## src/rtl/ps2_key_scheduler.sv

```systemverilog
// ps2_key_scheduler
// Turns held-key levels from the PS/2 decoder into discrete game commands.
// Direction keys are arbitrated last-pressed-wins, the active direction
// auto-repeats, and commands are queued in a 2-entry FIFO behind a
// valid/ready handshake. ENTER is a one-shot command on each press.
module ps2_key_scheduler #(
    parameter int DELAY_CYC = 25_000_000,
    parameter int RATE_CYC  = 10_000_000,
    parameter int CNT_W     = 25
) (
    input  logic       clk,
    input  logic       rst_n,
    input  logic       key_up,
    input  logic       key_down,
    input  logic       key_left,
    input  logic       key_right,
    input  logic       key_enter,
    output logic       cmd_valid,
    output logic [2:0] cmd_code,
    input  logic       cmd_ready,
    output logic       held_valid,
    output logic [1:0] held_dir,
    output logic       overflow
);

    // Repeat FSM states
    localparam logic [1:0] ST_IDLE   = 2'd0;
    localparam logic [1:0] ST_DELAY  = 2'd1;
    localparam logic [1:0] ST_REPEAT = 2'd2;

    localparam logic [2:0] CODE_ENTER = 3'd4;

    // Terminal counts of the repeat counter
    localparam logic [CNT_W-1:0] DELAY_LAST = CNT_W'(DELAY_CYC - 1);
    localparam logic [CNT_W-1:0] RATE_LAST  = CNT_W'(RATE_CYC - 1);
    localparam logic [CNT_W-1:0] CNT_ONE    = CNT_W'(1);
    localparam logic [CNT_W-1:0] CNT_ZERO   = CNT_W'(0);

    // Highest-priority set bit: bit 0 (UP) wins over 1 (DOWN), 2 (LEFT), 3 (RIGHT)
    function automatic logic [1:0] prio_dir(input logic [3:0] v);
        logic [1:0] d;
        if (v[0]) begin
            d = 2'd0;
        end else if (v[1]) begin
            d = 2'd1;
        end else if (v[2]) begin
            d = 2'd2;
        end else begin
            d = 2'd3;
        end
        return d;
    endfunction

    // Key levels indexed by direction code, so bit i corresponds to cmd_code i
    logic [3:0]       dir_keys_s;
    logic [3:0]       dir_press_s;
    logic             enter_press_s;

    logic [4:0]       prev_r;           // {enter, right, left, down, up}
    logic             held_valid_r;
    logic [1:0]       held_dir_r;
    logic [1:0]       state_r;
    logic [CNT_W-1:0] cnt_r;

    logic             next_valid_s;
    logic [1:0]       next_dir_s;
    logic             dir_change_s;
    logic [1:0]       state_n_s;
    logic [CNT_W-1:0] cnt_n_s;
    logic             dir_push_s;

    logic [2:0]       slot0_r;          // head (oldest)
    logic [2:0]       slot1_r;
    logic [1:0]       count_r;
    logic             cmd_valid_r;
    logic             overflow_r;

    logic             pop_s;
    logic [2:0]       slot0_n_s;
    logic [2:0]       slot1_n_s;
    logic [1:0]       count_n_s;
    logic             drop_s;

    assign dir_keys_s    = {key_right, key_left, key_down, key_up};
    assign dir_press_s   = dir_keys_s & ~prev_r[3:0];
    assign enter_press_s = key_enter & ~prev_r[4];

    // Direction arbitration: new presses win, else keep active, else fall back
    always_comb begin
        next_valid_s = 1'b0;
        next_dir_s   = held_dir_r;
        if (|dir_press_s) begin
            next_valid_s = 1'b1;
            next_dir_s   = prio_dir(dir_press_s);
        end else if (held_valid_r && dir_keys_s[held_dir_r]) begin
            next_valid_s = 1'b1;
            next_dir_s   = held_dir_r;
        end else if (|dir_keys_s) begin
            next_valid_s = 1'b1;
            next_dir_s   = prio_dir(dir_keys_s);
        end else begin
            next_valid_s = 1'b0;
            next_dir_s   = held_dir_r;
        end
    end

    assign dir_change_s = next_valid_s && (!held_valid_r || (next_dir_s != held_dir_r));

    // Repeat FSM: initial push on change, first repeat after DELAY, then every RATE
    always_comb begin
        state_n_s  = state_r;
        cnt_n_s    = cnt_r;
        dir_push_s = 1'b0;
        if (!next_valid_s) begin
            state_n_s = ST_IDLE;
            cnt_n_s   = CNT_ZERO;
        end else if (dir_change_s) begin
            dir_push_s = 1'b1;
            cnt_n_s    = CNT_ZERO;
            state_n_s  = ST_DELAY;
        end else begin
            case (state_r)
                ST_DELAY: begin
                    if (cnt_r == DELAY_LAST) begin
                        dir_push_s = 1'b1;
                        cnt_n_s    = CNT_ZERO;
                        state_n_s  = ST_REPEAT;
                    end else begin
                        cnt_n_s = cnt_r + CNT_ONE;
                    end
                end
                ST_REPEAT: begin
                    if (cnt_r == RATE_LAST) begin
                        dir_push_s = 1'b1;
                        cnt_n_s    = CNT_ZERO;
                    end else begin
                        cnt_n_s = cnt_r + CNT_ONE;
                    end
                end
                default: begin
                    // Active direction without a running FSM cannot occur; park safely
                    state_n_s = ST_IDLE;
                    cnt_n_s   = CNT_ZERO;
                end
            endcase
        end
    end

    // FIFO update: pop first, then append ENTER before the direction, drop excess
    always_comb begin
        pop_s     = cmd_valid_r && cmd_ready;
        slot0_n_s = slot0_r;
        slot1_n_s = slot1_r;
        count_n_s = count_r;
        drop_s    = 1'b0;
        if (pop_s) begin
            slot0_n_s = slot1_r;
            count_n_s = count_r - 2'd1;
        end else begin
            count_n_s = count_r;
        end
        if (enter_press_s) begin
            if (count_n_s == 2'd0) begin
                slot0_n_s = CODE_ENTER;
                count_n_s = 2'd1;
            end else if (count_n_s == 2'd1) begin
                slot1_n_s = CODE_ENTER;
                count_n_s = 2'd2;
            end else begin
                drop_s = 1'b1;
            end
        end else begin
            drop_s = drop_s;
        end
        if (dir_push_s) begin
            if (count_n_s == 2'd0) begin
                slot0_n_s = {1'b0, next_dir_s};
                count_n_s = 2'd1;
            end else if (count_n_s == 2'd1) begin
                slot1_n_s = {1'b0, next_dir_s};
                count_n_s = 2'd2;
            end else begin
                drop_s = 1'b1;
            end
        end else begin
            drop_s = drop_s;
        end
    end

    // Key history and direction/repeat state
    always_ff @(posedge clk or negedge rst_n) begin
        if (!rst_n) begin
            prev_r       <= 5'd0;
            held_valid_r <= 1'b0;
            held_dir_r   <= 2'd0;
            state_r      <= ST_IDLE;
            cnt_r        <= CNT_ZERO;
        end else begin
            prev_r       <= {key_enter, dir_keys_s};
            held_valid_r <= next_valid_s;
            held_dir_r   <= next_dir_s;
            state_r      <= state_n_s;
            cnt_r        <= cnt_n_s;
        end
    end

    // FIFO storage, registered valid flag and overflow pulse
    always_ff @(posedge clk or negedge rst_n) begin
        if (!rst_n) begin
            slot0_r     <= 3'd0;
            slot1_r     <= 3'd0;
            count_r     <= 2'd0;
            cmd_valid_r <= 1'b0;
            overflow_r  <= 1'b0;
        end else begin
            slot0_r     <= slot0_n_s;
            slot1_r     <= slot1_n_s;
            count_r     <= count_n_s;
            cmd_valid_r <= (count_n_s != 2'd0);
            overflow_r  <= drop_s;
        end
    end

    assign cmd_valid  = cmd_valid_r;
    assign cmd_code   = slot0_r;
    assign held_valid = held_valid_r;
    assign held_dir   = held_dir_r;
    assign overflow   = overflow_r;

endmodule
```

## config.mk

```make
export PLATFORM = sky130hd
export DESIGN_NAME = ps2_key_scheduler
export DESIGN_NICKNAME = d
export VERILOG_FILES = /design/src/rtl/ps2_key_scheduler.sv
export SDC_FILE = /design/constraint.sdc
export NUM_CORES = 1
export LEC_CHECK = 0
export ABC_AREA = 1
export CAP_MARGIN = 20
export CORE_UTILIZATION = 50
export CTS_CLUSTER_SIZE = 28
export DETAILED_ROUTE_END_ITERATION = 8
export PLACE_DENSITY = 0.68
export SKIP_LAST_GASP = 1
export SLEW_MARGIN = 25
export SYNTH_ARGS = -nofsm -noshare
export SYNTH_HDL_FRONTEND = slang
export SYNTH_SLANG_ARGS = --single-unit
```

## constraint.sdc

```tcl
create_clock -name clk -period 4.9 [get_ports clk]
set_input_delay 0.735 -clock clk [delete_from_list [all_inputs] [get_ports clk]]
set_output_delay 0.735 -clock clk [all_outputs]
set_load 0.01 [all_outputs]
```

==> Word level (Yosys, flattened, before mapping) <==
Index checks and enable logic that the tools add are counted.
{ "totals": {"output_inout_bits": 8, "register_bits": 45, "input_bits": 8, "word_cells": 89} }
{ "op_classes": {"n_eq_ne": 9, "magnitude_cmp": 1, "n_reduce_logical": 11, "addsub": 2, "bitwise_logic": 4, "n_mux": 52} }
{ "op_table": {"columns": ["op", "count"], "rows": [
  ["25-bit two-way mux", 4],
  ["25-bit case mux with 2 select lines", 1],
  ["2-bit two-way mux", 17],
  ["3-bit two-way mux", 11],
  ["25-bit by 1-bit adder with 25-bit output (second input constant)", 1],
  ["25-bit by 24-bit == test with 1-bit output (second input constant)", 1],
  ["25-bit == test (second input constant)", 1],
  ["1-bit two-way mux", 16],
  ["4-bit OR reduction", 2],
  ["2-bit by 1-bit == test with 1-bit output (second input constant)", 3],
  ["4-bit bitwise AND", 1],
  ["2-bit logical NOT", 2],
  ["4-bit inequality test (second input constant)", 1],
  ["4-bit inverter", 1],
  ["2-bit case mux with 2 select lines", 1],
  ["1-bit logical AND", 3],
  ["2-bit by 3-bit less-than comparator with 1-bit output (second input constant)", 1],
  ["3-bit inequality test (second input constant)", 1],
  ["1-bit binary-select mux with 2-bit select", 1],
  ["2-bit == test (second input constant)", 1],
  ["2-bit inequality test", 1],
  ["1-bit case mux with 2 select lines", 1],
  ["2-bit AND reduction", 1],
  ["2-bit nonzero test", 1],
  ["5 further kinds", 5]
]} }

==> Logic depth before layout (Yosys ltp) <==
{ "logic_depth": {"ltp_word": 13, "mapped_depth": 16, "mapped_depth_nobuf": 16} }

==> Least setup slack after synthesis <==
No wires, ideal clock.
{ "synth_path": {"kind": "input to register", "startpoint": "input port cmd_ready", "endpoint": "register slot1_r[0]", "stages": 12, "arrival_time_ps": 2431, "setup_time_ps": 122, "n_path_buf": 0, "slack_ps": 2347, "cell_sequence": "nand2_1 nor2_1 or2_2 nand2_1 ha_1 o21ai_0 inv_1 ha_1 inv_1 nor3_1 a21oi_1 o21ai_1"} }
{ "synth_via": {"elab_chain_cells": 10} }
{ "synth_lines": {"columns": ["element", "line", "source"], "rows": [
  ["from (decl)", "20", "input logic cmd_ready,"],
  ["1-bit logical AND (*)", "151", "pop_s = cmd_valid_r && cmd_ready;"],
  ["2-bit two-way mux (*)", "156", "if (pop_s) begin"],
  ["2-bit by 1-bit == test with 1-bit output", "166", "end else if (count_n_s == 2'd1) begin"],
  ["2-bit two-way mux", "166", null],
  ["2-bit two-way mux", "163", "if (count_n_s == 2'd0) begin"],
  ["2-bit two-way mux", "162", "if (enter_press_s) begin"],
  ["2-bit by 1-bit == test with 1-bit output", "179", "end else if (count_n_s == 2'd1) begin"],
  ["3-bit two-way mux", "179", null],
  ["3-bit two-way mux", "176", "if (count_n_s == 2'd0) begin"],
  ["3-bit two-way mux (*)", "175", "if (dir_push_s) begin"],
  ["net slot1_n_s[0]", "80", "logic [2:0] slot1_n_s;"],
  ["to (signal assigned)", "217", "slot1_r <= slot1_n_s;"],
  ["to (decl)", "73", "logic [2:0] slot1_r;"]
]} }
Mark *: on every way through the listed nets, which the timed path passes. The rest lies on a longest branch.
A chain may end at the register's enable or synchronous reset.

==> Final worst setup path <==
{ "layout_path": {"startpoint": "input port key_down", "endpoint": "register cnt_r[2]"} }
{ "layout_via": {"elab_chain_cells": 10} }
{ "layout_lines": {"columns": ["element", "line", "source"], "rows": [
  ["from (decl)", "14", "input logic key_down,"],
  ["1-bit binary-select mux with 2-bit select or 2-bit two-way mux (tied branches)", "95, 44", null],
  ["1-bit two-way mux (not written as such) or 2-bit two-way mux (tied branches)", "95, 42", null],
  ["1-bit logical AND or 2-bit two-way mux (tied branches)", "95, 98", null],
  ["2-bit two-way mux", "95", "end else if (held_valid_r && dir_keys_s[held_dir_r]) begin"],
  ["2-bit two-way mux", "92", "if (|dir_press_s) begin"],
  ["2-bit inequality test", "107", "assign dir_change_s = next_valid_s && (!held_valid_r || (next_dir_s != held_dir_r));"],
  ["1-bit logical OR", "107", null],
  ["1-bit logical AND", "107", null],
  ["25-bit two-way mux", "117", "end else if (dir_change_s) begin"],
  ["25-bit two-way mux (*)", "114", "if (!next_valid_s) begin"],
  ["net cnt_n_s[2]", "69", "logic [CNT_W-1:0] cnt_n_s;"],
  ["to (signal assigned)", "203", "cnt_r <= cnt_n_s;"],
  ["to (decl)", "63", "logic [CNT_W-1:0] cnt_r;"]
]} }
Mark *: on every way through the listed nets, which the timed path passes. The rest lies on a longest branch. The select of a mux whose other input is x is not followed.

==> run_results.csv <==
group,metric,value,unit
run_status,status,"finished clean",
sta,layout_setup_ws,1.95,ns
power_and_ir_drop,clkPwrFrac,25.6,%
finish,seq_area,1130,um^2
global_route,grt_pass1_vias,3156,
sta,period_needed,2.95,ns
place,place_ws,1.64,ns
synthesis,ys_seq_area_share,34.2,%
drt,drt-initial-drc-count,177,
sta,rsz0062_at_grt,"no",
finish,multiInputGateArea,1760,um^2
power_and_ir_drop,p_leak,1.70,nW
setup_path,reg2reg_to,"slot1_r[2]$_DFF_PN0_",
clocking,postCtsSetupBuffers,0,
power_and_ir_drop,p_sw,0.000394,W
clocking,htreeDepth,2,
finish,syn_to_final_growth,8.22,%
clocking,cts_root_buf,"clkbuf_8",
setup_path,critPathRequiredTime,5.12,ns
synthesis,syn_inst,494,
synthesis,synthXorXnorAreaFrac,1.33,%
synthesis,synth.avg_cell_area,6.66,um^2
global_route,grt_max_degree,46,
global_route,grt_pass1_wl,14.6,mm
drt,wl_per_cell,15.0,um
sta,maxSlewViolCount,0,
floorplanning,dieArea,6900,um^2
clocking,numCtsBuffers,5,
sta,max_slew_margin,39.4,%
synthesis,synth.yosys.warnings,0,
setup_path,end_kind,"register",
setup_path,path_buf_inv,2,
setup_path,timing.rr.start,"cnt_r[0]$_DFF_PN0_",
finish,final_common_cell,"nand2_1",
floorplanning,die_x,83.1,um
place,dp.cells,572,
setup_path,worstSetupStartpointType,"input port",
sta,hold_violations,0,
power_and_ir_drop,power.internal,0.000704,W
floorplanning,core,6350,um^2
finish,nFillCells,627,
setup_path,crit_top_cell,"nand2_1",
power_and_ir_drop,peakVddDrop,231,uV
setup_path,cp_max_fo,16,
synthesis,syn_nets,511,
job,maxCapViolations,0,
clocking,cts_tree,"built",
global_route,antenna_found_initial,0,
clocking,cts.repair.resized,0,
drt,vias_per_cell,5.62,
place,portBuffers,15,
finish,drive_above_1_share,6.37,%
power_and_ir_drop,p_sw_share,35.9,%
synthesis,yosys-mux-area-fraction,0,%
floorplanning,initial_core_util,51.8,%
finish,final_cell_mix,"nand2_1 (106), inv_1 (82), nand3_1 (62)",
place,hpwl,6.34,mm
drt,remaining_drc_errors,0,
floorplanning,fp-row-count,29,
synthesis,syn_area,3290,um^2
synthesis,synth-adder-area-share,3.42,%
drt,ant_nets,0,
setup_path,reg2regPathDepth,12,
sta,worst_pin_slew,0.907,ns
global_route,overflow,0,
clocking,clock_sinks,45,
floorplanning,die-height,83.1,um
setup_path,worstPathArrival,3.16,ns
sta,layout_worst_path_cycle_share,60.1,%
setup_path,crit_path_max_incr_delay,0.59,ns
clocking,cts_hold_buffers,0,
hold_path,min_path_type,"input port to asynchronous set/reset pin",
clocking,clk_pin_slew_worst_paths,0.09,ns
setup_path,cp_top_family,"simple AND/OR/NAND/NOR gates",
synthesis,synth_top_family_by_area,"simple AND/OR/NAND/NOR gates",
synthesis,ys_seq_elements,45,
finish,antennaDiodeCount,0,
drt,dr.pass1.iters,5,
sta,finClkSkew,0.00625,ns
power_and_ir_drop,p_seq_share,40.1,%
drt,vias,3253,
sta,timing.hold.ws,0.427,ns
power_and_ir_drop,combPwrFrac,34.3,%
finish,finalNetCount,519,
setup_path,startpoint,"key_down",
synthesis,synth_compound_area_share,9.44,%
power_and_ir_drop,power.density,309,nW/um^2
sta,setup_violations,0,
drt,wirelength,8.70,mm
setup_path,critical_path_class,"input port to register",
sta,tns,0,ns
setup_path,cp_cell_sequence,"clkdlybuf4s50_1, inv_1, or2_1, o21ai_0, nor2_1, nand3_1, nand2_2, nand2_1, nand2_1, and2_1, nand2_4, nor3_1",
synthesis,synth_cell_types,35,
setup_path,rrSetupSlack,2.11,ns
synthesis,synthSimpleGateAreaFrac,39.4,%
place,place.gp.congestion,0.947,
clocking,clock_latency,0.30,ns
clocking,clk_path_buf_depth,2,
floorplanning,ios,16,
finish,finalNonFillerCells,579,
global_route,track_usage,26.1,%
sta,fmax,0.339,GHz
setup_path,crit_slowest_cell,"and2_1",
## metrics by stage
step	area, um^2	util (%)	total power (W)
final	3560	56.0	0.00110
after global routing	3560	56.0	0.00119
after CTS	3560	56.0	0.00111
after detailed placement	3450	54.4	0.000824
after global placement	3450	54.4	0.000813
after floorplan	3290	-	0.000712
## state kept, by name, indices dropped and copies added (netlist names)
signal,count
state_r,2
overflow,1
prev_r,5
held_valid,1
cmd_code,3
slot1_r,3
cmd_valid,1
cnt_r,25
held_dir,2
count_r,2
## power groups by stage
stage	combinational [W]	sequential, W	clock [W]
after floorplan	0.000258	0.000454	0
after global placement	0.000366	0.000447	0
after detailed placement	0.000376	0.000447	0
after CTS	0.000378	0.000440	0.000286
after global routing	0.000439	0.000446	0.000302
final	0.000377	0.000441	0.000281
## cells in the mapped netlist, drive strengths merged
master,number,area [um^2]
a2111oi,1,8.76
a21o,2,15.0
a21oi,21,105
and2,1,6.26
buf,7,55.1
clkbuf,8,30.0
dfrtp,45,1130
ha,9,113
inv,84,315
nand2,111,434
nand3,63,320
nand3b,1,7.51
nand4,26,163
nor2,50,223
nor3,22,115
nor3b,1,7.51
nor4,1,6.26
o2111ai,1,8.76
o21ai,30,154
o22ai,3,18.8
or2,2,12.5
xor2,5,43.8
## per-layer routing
metal | global-route usage, % | wire (um) | vias up
met1 | 31.2 | 3760 | 1525
met5 | 0 | 0 | -
met3 | 3.88 | 340 | 23
met4 | 10.3 | 284 | 0
li1 | - | - | 1621
met2 | 46.9 | 4320 | 84
## final cells by class
class                      instances  area share [%]
clock buffer                       5            1.93
clock inverter                     2           0.985
inverter                          84            8.86
multi-input combinational        350            49.5
sequential                        45            31.6
tap                               77            2.71
timing repair buffer              16            4.36
## worst max path at each step
stage | cells past startpoint | endpoint
after floorplan | 12 | slot1_r[0]$_DFF_PN0_
after global placement | 13 | slot1_r[0]$_DFF_PN0_
after detailed placement | 11 | cnt_r[2]$_DFF_PN0_
after CTS | 11 | cnt_r[2]$_DFF_PN0_
after global routing | 15 | cmd_code[1]$_DFF_PN0_
final | 12 | cnt_r[2]$_DFF_PN0_
## cells by family after synthesis
family	after synthesis
adder cells (fa/ha/maj)	9
buffers and inverters	99
AND/OR/NAND/NOR	278
XOR/XNOR	5
flip-flops	45
AO/OA/AOI/OAI	58
No activity file was read; power rests on OpenSTA's default activity.
